[src/rtl/text_console_writer.sv]
// text_console_writer: turns a stream of ASCII bytes into text RAM writes.
// It tracks the cursor and handles line wrap, LF, CR, BS and form-feed clear.
// Scrolling is circular: entering a row blanks it in place, and no rows move.
module text_console_writer #(
   parameter int COLS   = 80,
   parameter int ROWS   = 60,
   parameter int ADDR_W = 13
) (
   input  logic              clk,
   input  logic              reset,
   input  logic [7:0]        char_in,
   input  logic              char_valid,
   output logic              char_ready,
   output logic              wr_en,
   output logic [ADDR_W-1:0] wr_addr,
   output logic [7:0]        wr_data,
   output logic [6:0]        cursor_col,
   output logic [5:0]        cursor_row,
   output logic              busy
);

   typedef enum logic [1:0] {
      IDLE     = 2'd0,
      CLR_LINE = 2'd1,
      CLR_ALL  = 2'd2
   } state_t;

   localparam logic [6:0]        LAST_COL  = 7'(COLS - 1);
   localparam logic [5:0]        LAST_ROW  = 6'(ROWS - 1);
   localparam logic [ADDR_W-1:0] LINE_END  = ADDR_W'(COLS - 1);
   localparam logic [ADDR_W-1:0] LAST_CELL = ADDR_W'(COLS * ROWS - 1);
   localparam logic [7:0]        BLANK     = 8'h20;

   state_t              state, state_next;
   logic [ADDR_W-1:0]   clr_cnt, clr_cnt_next;
   logic [6:0]          col_next;
   logic [5:0]          row_next;
   logic                wr_en_next;
   logic [ADDR_W-1:0]   wr_addr_next;
   logic [7:0]          wr_data_next;
   logic                accept;

   // Linear text RAM address of a cell, computed at full address width.
   function automatic logic [ADDR_W-1:0] cell_addr(input logic [5:0]        row,
                                                    input logic [ADDR_W-1:0] offs);
      cell_addr = ADDR_W'(row) * ADDR_W'(COLS) + offs;
   endfunction

   // Printable ASCII range, space through tilde.
   function automatic logic is_printable(input logic [7:0] code);
      is_printable = (code >= 8'h20) && (code <= 8'h7E);
   endfunction

   // Row below the given one, wrapping from the bottom row back to the top.
   function automatic logic [5:0] next_row(input logic [5:0] row);
      next_row = (row == LAST_ROW) ? 6'd0 : row + 6'd1;
   endfunction

   assign char_ready = (state == IDLE);
   assign busy       = (state != IDLE);
   assign accept     = char_valid && char_ready;

   // Next-state logic: byte decode while idle, one blank-cell write per cycle while clearing.
   always_comb begin
      state_next   = state;
      clr_cnt_next = clr_cnt;
      col_next     = cursor_col;
      row_next     = cursor_row;
      wr_en_next   = 1'b0;
      wr_addr_next = wr_addr;
      wr_data_next = wr_data;

      case (state)
         IDLE: begin
            if (accept) begin
               if (is_printable(char_in)) begin
                  wr_en_next   = 1'b1;
                  wr_addr_next = cell_addr(cursor_row, ADDR_W'(cursor_col));
                  wr_data_next = char_in;
                  if (cursor_col != LAST_COL) begin
                     col_next = cursor_col + 7'd1;
                  end else begin
                     col_next     = 7'd0;
                     row_next     = next_row(cursor_row);
                     clr_cnt_next = '0;
                     state_next   = CLR_LINE;
                  end
               end else begin
                  case (char_in)
                     8'h0A: begin
                        col_next     = 7'd0;
                        row_next     = next_row(cursor_row);
                        clr_cnt_next = '0;
                        state_next   = CLR_LINE;
                     end
                     8'h0D: begin
                        col_next = 7'd0;
                     end
                     8'h08: begin
                        if (cursor_col != 7'd0) begin
                           col_next     = cursor_col - 7'd1;
                           wr_en_next   = 1'b1;
                           wr_addr_next = cell_addr(cursor_row, ADDR_W'(cursor_col - 7'd1));
                           wr_data_next = BLANK;
                        end
                     end
                     8'h0C: begin
                        col_next     = 7'd0;
                        row_next     = 6'd0;
                        clr_cnt_next = '0;
                        state_next   = CLR_ALL;
                     end
                     default: begin
                        // Control codes without a defined action are swallowed.
                     end
                  endcase
               end
            end
         end

         CLR_LINE: begin
            // The cursor row already points at the row being entered.
            wr_en_next   = 1'b1;
            wr_addr_next = cell_addr(cursor_row, clr_cnt);
            wr_data_next = BLANK;
            if (clr_cnt == LINE_END) begin
               clr_cnt_next = '0;
               state_next   = IDLE;
            end else begin
               clr_cnt_next = clr_cnt + 1'b1;
            end
         end

         CLR_ALL: begin
            wr_en_next   = 1'b1;
            wr_addr_next = clr_cnt;
            wr_data_next = BLANK;
            if (clr_cnt == LAST_CELL) begin
               clr_cnt_next = '0;
               state_next   = IDLE;
            end else begin
               clr_cnt_next = clr_cnt + 1'b1;
            end
         end

         default: begin
            state_next = IDLE;
         end
      endcase
   end

   // State, cursor, clear counter and the registered RAM write port.
   always_ff @(posedge clk) begin
      if (reset) begin
         state      <= IDLE;
         clr_cnt    <= '0;
         cursor_col <= 7'd0;
         cursor_row <= 6'd0;
         wr_en      <= 1'b0;
         wr_addr    <= '0;
         wr_data    <= 8'h00;
      end else begin
         state      <= state_next;
         clr_cnt    <= clr_cnt_next;
         cursor_col <= col_next;
         cursor_row <= row_next;
         wr_en      <= wr_en_next;
         wr_addr    <= wr_addr_next;
         wr_data    <= wr_data_next;
      end
   end

endmodule

[config.mk]
export PLATFORM = sky130hd
export DESIGN_NAME = text_console_writer
export DESIGN_NICKNAME = d
export VERILOG_FILES = /design/src/rtl/text_console_writer.sv
export SDC_FILE = /design/constraint.sdc
export NUM_CORES = 1
export LEC_CHECK = 0
export ABC_AREA = 1
export CAP_MARGIN = 20
export CORE_ASPECT_RATIO = 1.4
export CORE_MARGIN = 5
export CORE_UTILIZATION = 40
export CTS_CLUSTER_DIAMETER = 100
export DETAILED_ROUTE_END_ITERATION = 16
export GPL_TIMING_DRIVEN = 0
export PLACE_DENSITY_LB_ADDON = 0.3
export SYNTH_ARGS = -nofsm -noshare
export SYNTH_HDL_FRONTEND = slang
export SYNTH_SLANG_ARGS = --single-unit
export TNS_END_PERCENT = 10
[constraint.sdc]
create_clock -name clk -period 2.7 [get_ports clk]
set_input_delay 0.54 -clock clk [delete_from_list [all_inputs] [get_ports clk]]
set_output_delay 0.54 -clock clk [all_outputs]
set_load 0.005 [all_outputs]
### Word-level counts from Yosys, hierarchy flattened

Index checks and enable logic that the tools add are counted.

| storage, ports and cells | value |
|---|---|
| bits in registers | 50 |
| bits of input ports | 11 |
| output and inout bits | 37 |
| word-level logic and storage cells | 93 |

| operators by class | value |
|---|---|
| add/sub/neg operators | 8 |
| $mul | 1 |
| magnitude comparators | 2 |
| eq/ne operators | 20 |
| muxes and demuxes | 37 |
| reduce and logical (&&, ||, !) cells | 18 |

Operator list:

| kind | count |
|---|---|
| 13-bit two-way mux | 10 |
| 13-bit case mux with 3 select lines | 2 |
| 8-bit by 4-bit equality test with 1-bit output, second input constant | 4 |
| 8-bit two-way mux | 4 |
| 13-bit adder | 2 |
| 7-bit two-way mux | 3 |
| 4-bit AND reduction | 5 |
| 6-bit two-way mux | 3 |
| 8-bit case mux with 2 select lines | 1 |
| 7-bit case mux with 2 select lines | 1 |
| 13-bit by 1-bit adder with 13-bit output, second input constant | 1 |
| 13-bit by 7-bit adder with 13-bit output | 1 |
| 13-bit equality test, second input constant | 1 |
| 13-bit by 7-bit equality test with 1-bit output, second input constant | 1 |
| 6-bit case mux with 2 select lines | 1 |
| 2-bit two-way mux | 5 |
| 6-bit by 3-bit multiplier with 9-bit output, second input constant | 1 |
| 3-bit nonzero test | 3 |
| 8-bit by 6-bit >= comparator with 1-bit output, second input constant | 1 |
| 8-bit by 7-bit less-or-equal comparator with 1-bit output, second input constant | 1 |
| 7-bit by 1-bit subtractor with 8-bit output, second input constant | 1 |
| 7-bit by 1-bit adder with 7-bit output, second input constant | 1 |
| 7-bit inequality test, second input constant | 1 |
| 7-bit nonzero test | 1 |
| other kinds (21) | 31 |

### Longest topological paths before layout

Gate-level depths: netlist of run 1.

| logic depth | value |
|---|---|
| depth in word-level cells | 7 |
| mapped depth | 21 |
| mapped depth without buffers | 20 |

### Worst setup path after synthesis of run 1

OpenSTA, ideal clock, no wires.

| timing path | value |
|---|---|
| kind | input to register |
| from | input char_in[6] |
| to | register wr_addr[10] |
| setup time | 0.119 ns |
| arrival time | 2.625 ns |
| required time | 2.581 ns |
| path slack | -0.044 ns |
| stages | 17 |
| buffers on the path | 1 |
| cells stage by stage | or2_1 -> nand3_4 -> buf_2 -> nand3_1 -> o211ai_1 -> o21ai_0 -> inv_1 -> ha_1 -> inv_1 -> fa_1 -> inv_1 -> nand3_1 -> nand2_1 -> a21oi_1 -> xnor2_1 -> a211oi_1 -> nor2_1 |

| on the way | value |
|---|---|
| cells in the longest elaborated chain, start to end | 5 |
| elaborated cells on any way between the ends | 10 |
| those cells by class | order compare (2); eq/ne (3); mux (3); reduce/logical (2) |

Ends and longest elaborated chain:

| element | RTL line | RTL |
|---|---|---|
| start, declared | 11 | `input logic [7:0] char_in,` |
| 8-bit by 6-bit >= comparator with 1-bit output or 8-bit by 7-bit less-or-equal comparator with 1-bit output (tied branches) | 51 | `is_printable = (code >= 8'h20) && (code <= 8'h7E);` |
| 1-bit logical AND | 51 |  |
| 13-bit two-way mux | 76 | `if (is_printable(char_in)) begin` |
| 13-bit two-way mux | 75 | `if (accept) begin` |
| 13-bit case mux with 3 select lines | 73 | `case (state)` |
| end signal, assigned | 168 | `wr_addr <= wr_addr_next;` |
| end, declared | 15 | `output logic [ADDR_W-1:0] wr_addr,` |

Several ways; a longest one is shown, not always the timed one. The select of a mux whose other input is x is not followed.
A chain may end at the register's enable or synchronous reset.

### Worst setup path after layout of run 1

| timing path | value |
|---|---|
| from | register cursor_row[1] |
| to | register wr_addr[12] |

| on the way | value |
|---|---|
| cells in the longest elaborated chain, start to end | 7 |
| elaborated cells on any way between the ends | 9 |
| those cells by class | add/sub (3); mul (1); mux (5) |

Ends and longest elaborated chain:

| element | RTL line | RTL |
|---|---|---|
| start, declared | 18 | `output logic [5:0] cursor_row,` |
| start signal, assigned | 166 | `cursor_row <= row_next;` |
| 6-bit by 3-bit multiplier with 9-bit output * | 46 | `cell_addr = ADDR_W'(row) * ADDR_W'(COLS) + offs;` |
| 13-bit adder | 46 |  |
| 13-bit two-way mux | 100 | `if (cursor_col != 7'd0) begin` |
| 13-bit two-way mux | 89 | `case (char_in)` |
| 13-bit two-way mux | 76 |  |
| 13-bit two-way mux | 75 |  |
| 13-bit case mux with 3 select lines * | 73 |  |

Mark *: on every way between the ends. The rest lies on a longest branch, timed or not. The select of a mux whose other input is x is not followed.

==> results.md, run 1 <==
* Status: completed
* Sum of negative setup slack at 0 ps
* Most frequent cell after synthesis: sky130_fd_sc_hd__nand2_1
* Hold Violations, Final at 0
* Unique masters post-synth at 44
* GR met2 Demand/Resource at 0.3576
* Total iterations of the first detailed-routing run at 5
* Largest net degree at the start of global routing at 15
* Global Route met3 Usage at 0.03065
* Placement row count at 42
* Number of synthesis warnings at 0
* Standby leakage power at 2.037 nW
* Critical path launch point type: register
* Detailed placement HPWL at about 8700 um
* Flip-flop and latch count after synthesis at 50
* Number of pins exceeding their max-slew limit in the final report at 0
* Async set or reset register ratio after synthesis at 0
* Slew HR at 0.5458
* Clock transition at the registers of the reported paths at 70 ps
* Syn Nets at 606
* Commonest cells in the synthesized netlist: sky130_fd_sc_hd__nand2_1, sky130_fd_sc_hd__nor2_1, sky130_fd_sc_hd__inv_1
* Net count reported at finish at 673
* Mean instance size in the synthesized netlist at 6.670 um2
* Die width at 92.25 um
* Unrepaired setup endpoints after global routing: true
* Netlist area before placement at ~3800 um2
* Max capacitance violation total at 0
* Clock network latency to the later pin of the worst-skew pair at roughly 300 ps
* Number of cells in the design after placement at 724
* Starting DRC count in detailed routing at between 300 and 400
* Post-synthesis to final-layout area growth at 29.49%
* Most utilized layer in the global route result: met2
* Boundary Pins at 48
* Final global-route overflow total at 0
* Class of the most critical setup path: register to register
* CP Capture Type: register
* Antenna-violating nets left at 0
* Total of endpoints with negative setup slack in the final report at 0
* Final worst path period share at 0.9613
* Vias in the first global route at 3,963
* Die Height at 125.2 um
* Wire length per cell after detailed routing at 15.59 um
* Initial core utilization at 0.4050
* Post-Syn Instances at ~570
* Final critical-path setup slack at 104.5 ps
* Number of fillers in the final layout at approximately 930
* Final worst path period need at 2595 ps
* Layout cell share with drive strength beyond 1 at 0.2000
* Area fraction of the dominant cell type after synthesis at 0.2642
* Port bufs at 46
* Total Die Area at roughly 12,000 um2
* Cell type with the highest aggregate area in the netlist: sky130_fd_sc_hd__dfxtp_1
* CTS tree: built
* Overall track demand over capacity in global routing at 0.2012
* Crit path arrival time at 2780 ps
* Worst supply voltage drop on vdd at 0.2673 mV
* Slew at the pin closest to its max-slew limit at 678.9 ps
* GPL Wtd Cong at between 0.9 and 1
* Worst-path maximum fanout at 6
* Maximum buffer depth of the clock tree at 2
* DRC violations left at 0
* Number of cells on the worst hold path at 2
* Global-route track usage on met1 at 0.2333
* Global-route wire length before repair at about 19,000 um
* Cell chosen for the clock root: sky130_fd_sc_hd__clkbuf_16
* Flip-flop cell with the highest count after synthesis: sky130_fd_sc_hd__dfxtp_1
* DP Worst Slack at -875.2 ps
* Detailed-route via count at slightly above 4,000
* Sequential-to-total area share from yosys stat at 0.2642
* Area inside the core boundary at 9354 um2
* Logic depth of the worst register-to-register path at 13
* Maximum clock rate at 0.3853 GHz
* Number of flops mapped to enable cells by yosys at 0
* Diode insertion count for antenna repair at 0
* Data required time at the worst endpoint at about 2900 ps
* Power density relative to cell area at roughly 470 nW/um2
* Final wirelength at 11,620 um
* Final worst clock skew at 7.202 ps
* CTS H-Tree Depth at 2
* Min-Delay Path Class: register to register
* Antenna violations before repair at 0
* Non-Filler Instances at 745
* Number of vias per cell after detailed routing at 5.483
* Clock Sinks at 50
* Largest cells by area after synthesis: sky130_fd_sc_hd__dfxtp_1, sky130_fd_sc_hd__nand2_1, sky130_fd_sc_hd__ha_1
* CTS buffer count at 5
==> what timing repair did <==
action                                  4_1_cts  5_1_grt
cloned                                        0        0
buffers inserted                              3       11
gates resized for setup                      37       66
hold buffers                                  0        0
endpoints found under the setup margin        8        8
pin swaps                                     8       18
==> power by group <==
group / internal [mW] / switching (mW)
Sequential: 0.778 / 0.0410
Clock: 0.458 / 0.282
Combinational: 0.317 / 0.416
==> layout by cell type, fill, tap and decap left out, drive strengths merged <==
master	Yosys	layout
nand3b	1	1
buf	11	29
o21bai	2	2
xnor2	4	4
bufinv	0	1
a21o	3	3
and2	1	1
a21oi	48	48
inv	69	70
nor2	78	78
o31ai	1	1
fa	2	2
nand4	7	7
clkdlybuf4s50	0	38
xor2	12	12
o211ai	2	2
nand2	107	107
nor3	14	14
or2	4	4
o22ai	11	11
ha	25	25
clkbuf	5	14
nor4	4	4
dlygate4sd2	0	1
dfxtp	50	50
nand3	57	57
a31oi	3	3
a211oi	2	2
o21ai	44	44
==> through the flow <==
step,power [mW],instance area [um2],utilization,hold slack (ps)
3_3_place_gp,1.455,4389,0.4692,436.9
2_1_floorplan,1.240,3791,-,441.1
4_1_cts,2.253,4669,0.4992,448.8
3_5_place_dp,1.465,4389,0.4692,438.3
5_1_grt,2.426,4906,0.5245,484.4
6_report,2.292,4906,0.5245,442.4
==> layer usage <==
layer  routed length (um)  up-vias
li1                     -     2025
met1                 4798     1932
met2                 5968       96
met3                  412       32
met4                  439        0
met5                    0        -
==> kinds of logic after synthesis <==
| family | Yosys count | share of synthesized area |
|---|---|---|
| fa+ha+maj | 27 | 0.09313 |
| flops | 50 | 0.2642 |
| buf+inv | 86 | 0.1004 |
| xor+xnor | 16 | 0.03699 |
| compound gates | 116 | 0.1684 |
| simple gates | 273 | 0.3369 |
==> flip-flops by register name, indices dropped and copies added (netlist names) <==
name and flops:
wr_addr 13, cursor_row 6, wr_data 8, state 2
cursor_col 7, clr_cnt 13, wr_en 1
==> layout make-up <==
class	instances	area (um2)	area share
multi-input cells	432	2636	0.5374
inverters	70	272.8	0.05560
well taps	110	137.6	0.02805
flip-flops and latches	50	1027	0.2094
clock inverters	1	30.03	0.006121
repair buffers	60	543.0	0.1107
plain buffers	16	120.1	0.02448
clock buffers	6	138.9	0.02831
==> critical path, cell delays in order, from the launching register on <==
cell and delay [ps]:
sky130_fd_sc_hd__dfxtp_4 370, sky130_fd_sc_hd__ha_1 280, sky130_fd_sc_hd__ha_2 170, sky130_fd_sc_hd__inv_1 60
sky130_fd_sc_hd__fa_2 390, sky130_fd_sc_hd__o21ai_2 150, sky130_fd_sc_hd__xor2_1 220, sky130_fd_sc_hd__ha_1 300
sky130_fd_sc_hd__a21oi_1 180, sky130_fd_sc_hd__nand3_2 100, sky130_fd_sc_hd__inv_1 60, sky130_fd_sc_hd__nand3_1 80
sky130_fd_sc_hd__nand3_2 80, sky130_fd_sc_hd__a21oi_2 50
==> worst paths after layout <==
check                 from          end  slack (ps)
max          cursor_row[1]  wr_addr[12]         100
min             wr_data[7]   wr_data[7]         440
max reg2reg  cursor_row[1]  wr_addr[12]         100
min reg2reg     wr_data[7]   wr_data[7]         440
No activity file was read; power rests on OpenSTA's default activity.
==> run 2, diff against run 1 <==
==> constraint.sdc (replaced) <==
create_clock -name clk -period 2.7 [get_ports clk]
set_input_delay 0.54 -clock clk [delete_from_list [all_inputs] [get_ports clk]]
set_output_delay 0.54 -clock clk [all_outputs]
set_load 0.1 [all_outputs]
==> run 2 against run 1 <==
- final cell count fell by 0.40%
- non-clock buffer count down 4
- wire length decreased by 1.3%
- global-route usage shrank 0.11 points
- first-iteration DRC count is 13% lower
- combinational power increased by 36%
- sequential share of layout area grew 0.98 points
- cell area fell by 3.5%
- clock-buffer cell count is the same
- utilization shrank 1.8 points
- via count down 1.3%
- maximum frequency fell by 0.26%
==> results.md, run 2 (synthesized netlist as in run 1, its figures left out) <==
* Commonest cells after routing, fill and taps aside: sky130_fd_sc_hd__nand2_1, sky130_fd_sc_hd__nor2_1, sky130_fd_sc_hd__inv_1
* Initial core utilization at 0.4050 (unchanged)
* Worst-path maximum fanout at 6 (unchanged)
* Cell mode on critical path: sky130_fd_sc_hd__o21ai_1
* Clock transition at the registers of the reported paths at 70 ps (about the same)
* CTS tree: built
* Maximum clock rate at 0.3843 GHz (-0.26%)
* Wire length per cell after detailed routing at 15.45 um (-0.94%)
* Port bufs at 46 (unchanged)
* Standby leakage power at 1.994 nW (-2.1%)
* CP Cell Sequence: clkbuf_2 > or2_1 > nand3_4 > buf_6 > nand3_2 > o211ai_1 > o21ai_1 > inv_1 > ha_1 > inv_2 > fa_2 > inv_2 > nand3_1 > nand2_2 > a21oi_1 > o21ai_0 > o21ai_1 > o21ai_1 > nor2_1
* Placement row count at 42 (unchanged)
* Class of the most critical setup path: input port to register
* Layout cell share with drive strength beyond 1 at 0.1772 (-0.02278)
* Power density relative to cell area at 515.0 nW/um2 (+10%)
* Antenna-violating nets left at 0 (unchanged)
* Final critical-path setup slack at 97.82 ps (-6.722 ps)
* DP Worst Slack at -944.7 ps (-69.56 ps)
* Detailed-route via count at 4,030 (-1.3%)
* CTS buffer count at 5 (unchanged)
* Cell chosen for the clock root: sky130_fd_sc_hd__clkbuf_16
* Total of endpoints with negative setup slack in the final report at 0 (unchanged)
* Clock network latency to the later pin of the worst-skew pair at 300 ps (about the same)
* Number of fillers in the final layout at 969 (+3.7%)
* Slew at the pin closest to its max-slew limit at 978.9 ps (+300.1 ps)
* Most common cell after layout, fill and taps aside: sky130_fd_sc_hd__nand2_1
* Final worst clock skew at 5.308 ps (-1.894 ps)
* Hold Violations, Final at 0 (unchanged)
* Number of pins exceeding their max-slew limit in the final report at 0 (unchanged)
* Cell-internal power at 1.418 mW (-8.7%)
* Largest registers: clr_cnt x13, wr_addr x13, wr_data x8
* Antenna violations before repair at 0 (unchanged)
* Boundary Pins at 48 (unchanged)
* Global-route wire length before repair at 18,800 um (-0.94%)
* Clock Sinks at 50 (unchanged)
* Overall track demand over capacity in global routing at 0.2001 (-0.001093)
* Die Height at 125.2 um (unchanged)
* Diode insertion count for antenna repair at 0 (unchanged)
* Area inside the core boundary at 9354 um2 (unchanged)
* Crit path arrival time at 2790 ps (about the same)
* Total iterations of the first detailed-routing run at 5 (unchanged)
* Total Die Area at 11,550 um2 (unchanged)
* Power dissipated by switching net loads at 1.020 mW (+38%)
* Max capacitance violation total at 0 (unchanged)
* Critical path launch point type: input port
* Power share of the sequential group at 0.336 (-0.021)
* Area taken by multi-input logic gates at 2531 um2 (-4.0%)
* Unrepaired setup endpoints after global routing: true
* Detailed placement HPWL at 8623 um (-0.69%)
* Post-synthesis to final-layout area growth at 24.93%
* Status: completed
* Worst supply voltage drop on vdd at 0.3852 mV (+44%)
* Largest net degree at the start of global routing at 15 (unchanged)
* CTS H-Tree Depth at 2 (unchanged)
* Final wirelength at 11,460 um (-1.3%)
* Net count reported at finish at 669 (-0.59%)
* DRC violations left at 0 (unchanged)
* Delay of the slowest cell on the worst path at 350 ps (-40 ps)
* Switching portion of total power at 0.4182 (+0.09588)
* Part of the power in the clock network at 0.256 (-0.067)
* Vias in the first global route at 3,891 (-1.8%)
* Combinational share of power at 0.408 (+0.088)
* Final worst path period need at 2602 ps (+6.722 ps)
* Final global-route overflow total at 0 (unchanged)
* Worst path slowest cell: sky130_fd_sc_hd__fa_2
* Final Util at 0.5060 (-0.01846)
* Die width at 92.25 um (unchanged)
* Starting DRC count in detailed routing at 294 (-13%)
* Maximum buffer depth of the clock tree at 2 (unchanged)
* GPL Wtd Cong at 0.9204 (-1.5%)
* CP Capture Type: register
* Final worst path period share at 0.9638 (+0.002490)
* Reg area at 1037 um2 (+0.97%)
* Min-Delay Path Class: register to register
* Data required time at the worst endpoint at 2890 ps (about the same)
* Slew HR at 0.3453 (-0.2004)
* Number of vias per cell after detailed routing at 5.431 (-0.95%)
run 2: changes by cell type in the layout (fill, tap and decap cells not counted), sizes merged:
cell / previous run / this run
buf: 29 / 22
clkinv: 0 / 2
bufinv: 1 / 0
dlygate4sd2: 1 / 3
clkinvlp: 0 / 1
clkdlybuf4s50: 38 / 36
clkbuf: 14 / 17
inv: 70 / 69
run 2: critical path: cells and delay by family:
kind	cells	cell delay [ps]
buffers and inverters	5	420
AOI/OAI and AO/OA	6	620
adders and majority gates	2	500
and+or+nand+nor	6	690
run 2: metrics by stage:
step | instances | power, mW | TNS (ps) | cell area, um2 | hold slack, ps
6_report | 742 | 2.438 | 0 | 4733 | 444.3
5_1_grt | 742 | 2.575 | -73.16 | 4733 | 479.7
4_1_cts | 739 | 2.410 | -94.10 | 4643 | 448.0
3_5_place_dp | 724 | 1.764 | -5729 | 4438 | 437.9
3_3_place_gp | 724 | 1.755 | -5694 | 4438 | 436.0
2_1_floorplan | 568 | 1.537 | -24.47 | 3840 | 455.1
run 2: worst paths after layout:
| path | start | slack [ps] | cells past startpoint | endpoint |
|---|---|---|---|---|
| max reg2reg | cursor_row[1] | 100 | 15 | wr_addr[12] |
| min | wr_data[7] | 440 | 2 | wr_data[7] |
| min reg2reg | wr_data[7] | 440 | 2 | wr_data[7] |
| max | char_in[6] | 100 | 19 | wr_addr[8] |
run 2: repair_timing:
action                     in CTS  in global routing
resized for setup              27                 37
hold buffers                    0                  0
hold endpoints to repair        0                  0
pin swaps                       7                  8
setup endpoints to repair      10                  8
setup buffers                   7                  3
gates cloned                    0                  0
run 2: layout make-up:
| class | instances | area share |
|---|---|---|
| multi-input combinational | 432 | 0.5348 |
| sequential | 50 | 0.2191 |
| timing repair buffer | 56 | 0.1049 |
| inverter | 70 | 0.05789 |
| tap | 110 | 0.02908 |
| clock buffer | 6 | 0.02723 |
| buffer | 16 | 0.02511 |
| clock inverter | 2 | 0.001850 |
run 2: power groups by stage:
stage	sequential [mW]	clock (mW)	combinational, mW
finish	0.819	0.625	0.994
global route	0.827	0.671	1.08
CTS	0.818	0.638	0.955
detailed placement	0.834	0	0.930
global placement	0.834	0	0.922
floorplan	1.11	0	0.426
run 2: layer usage:
metal | vias up | GRT usage | routed length [um]
li1 | 2013 | - | -
met1 | 1860 | 0.2344 | 4787
met2 | 132 | 0.3580 | 5819
met3 | 25 | 0.02825 | 456
met4 | 0 | 0.08836 | 398
met5 | - | 0 | 0
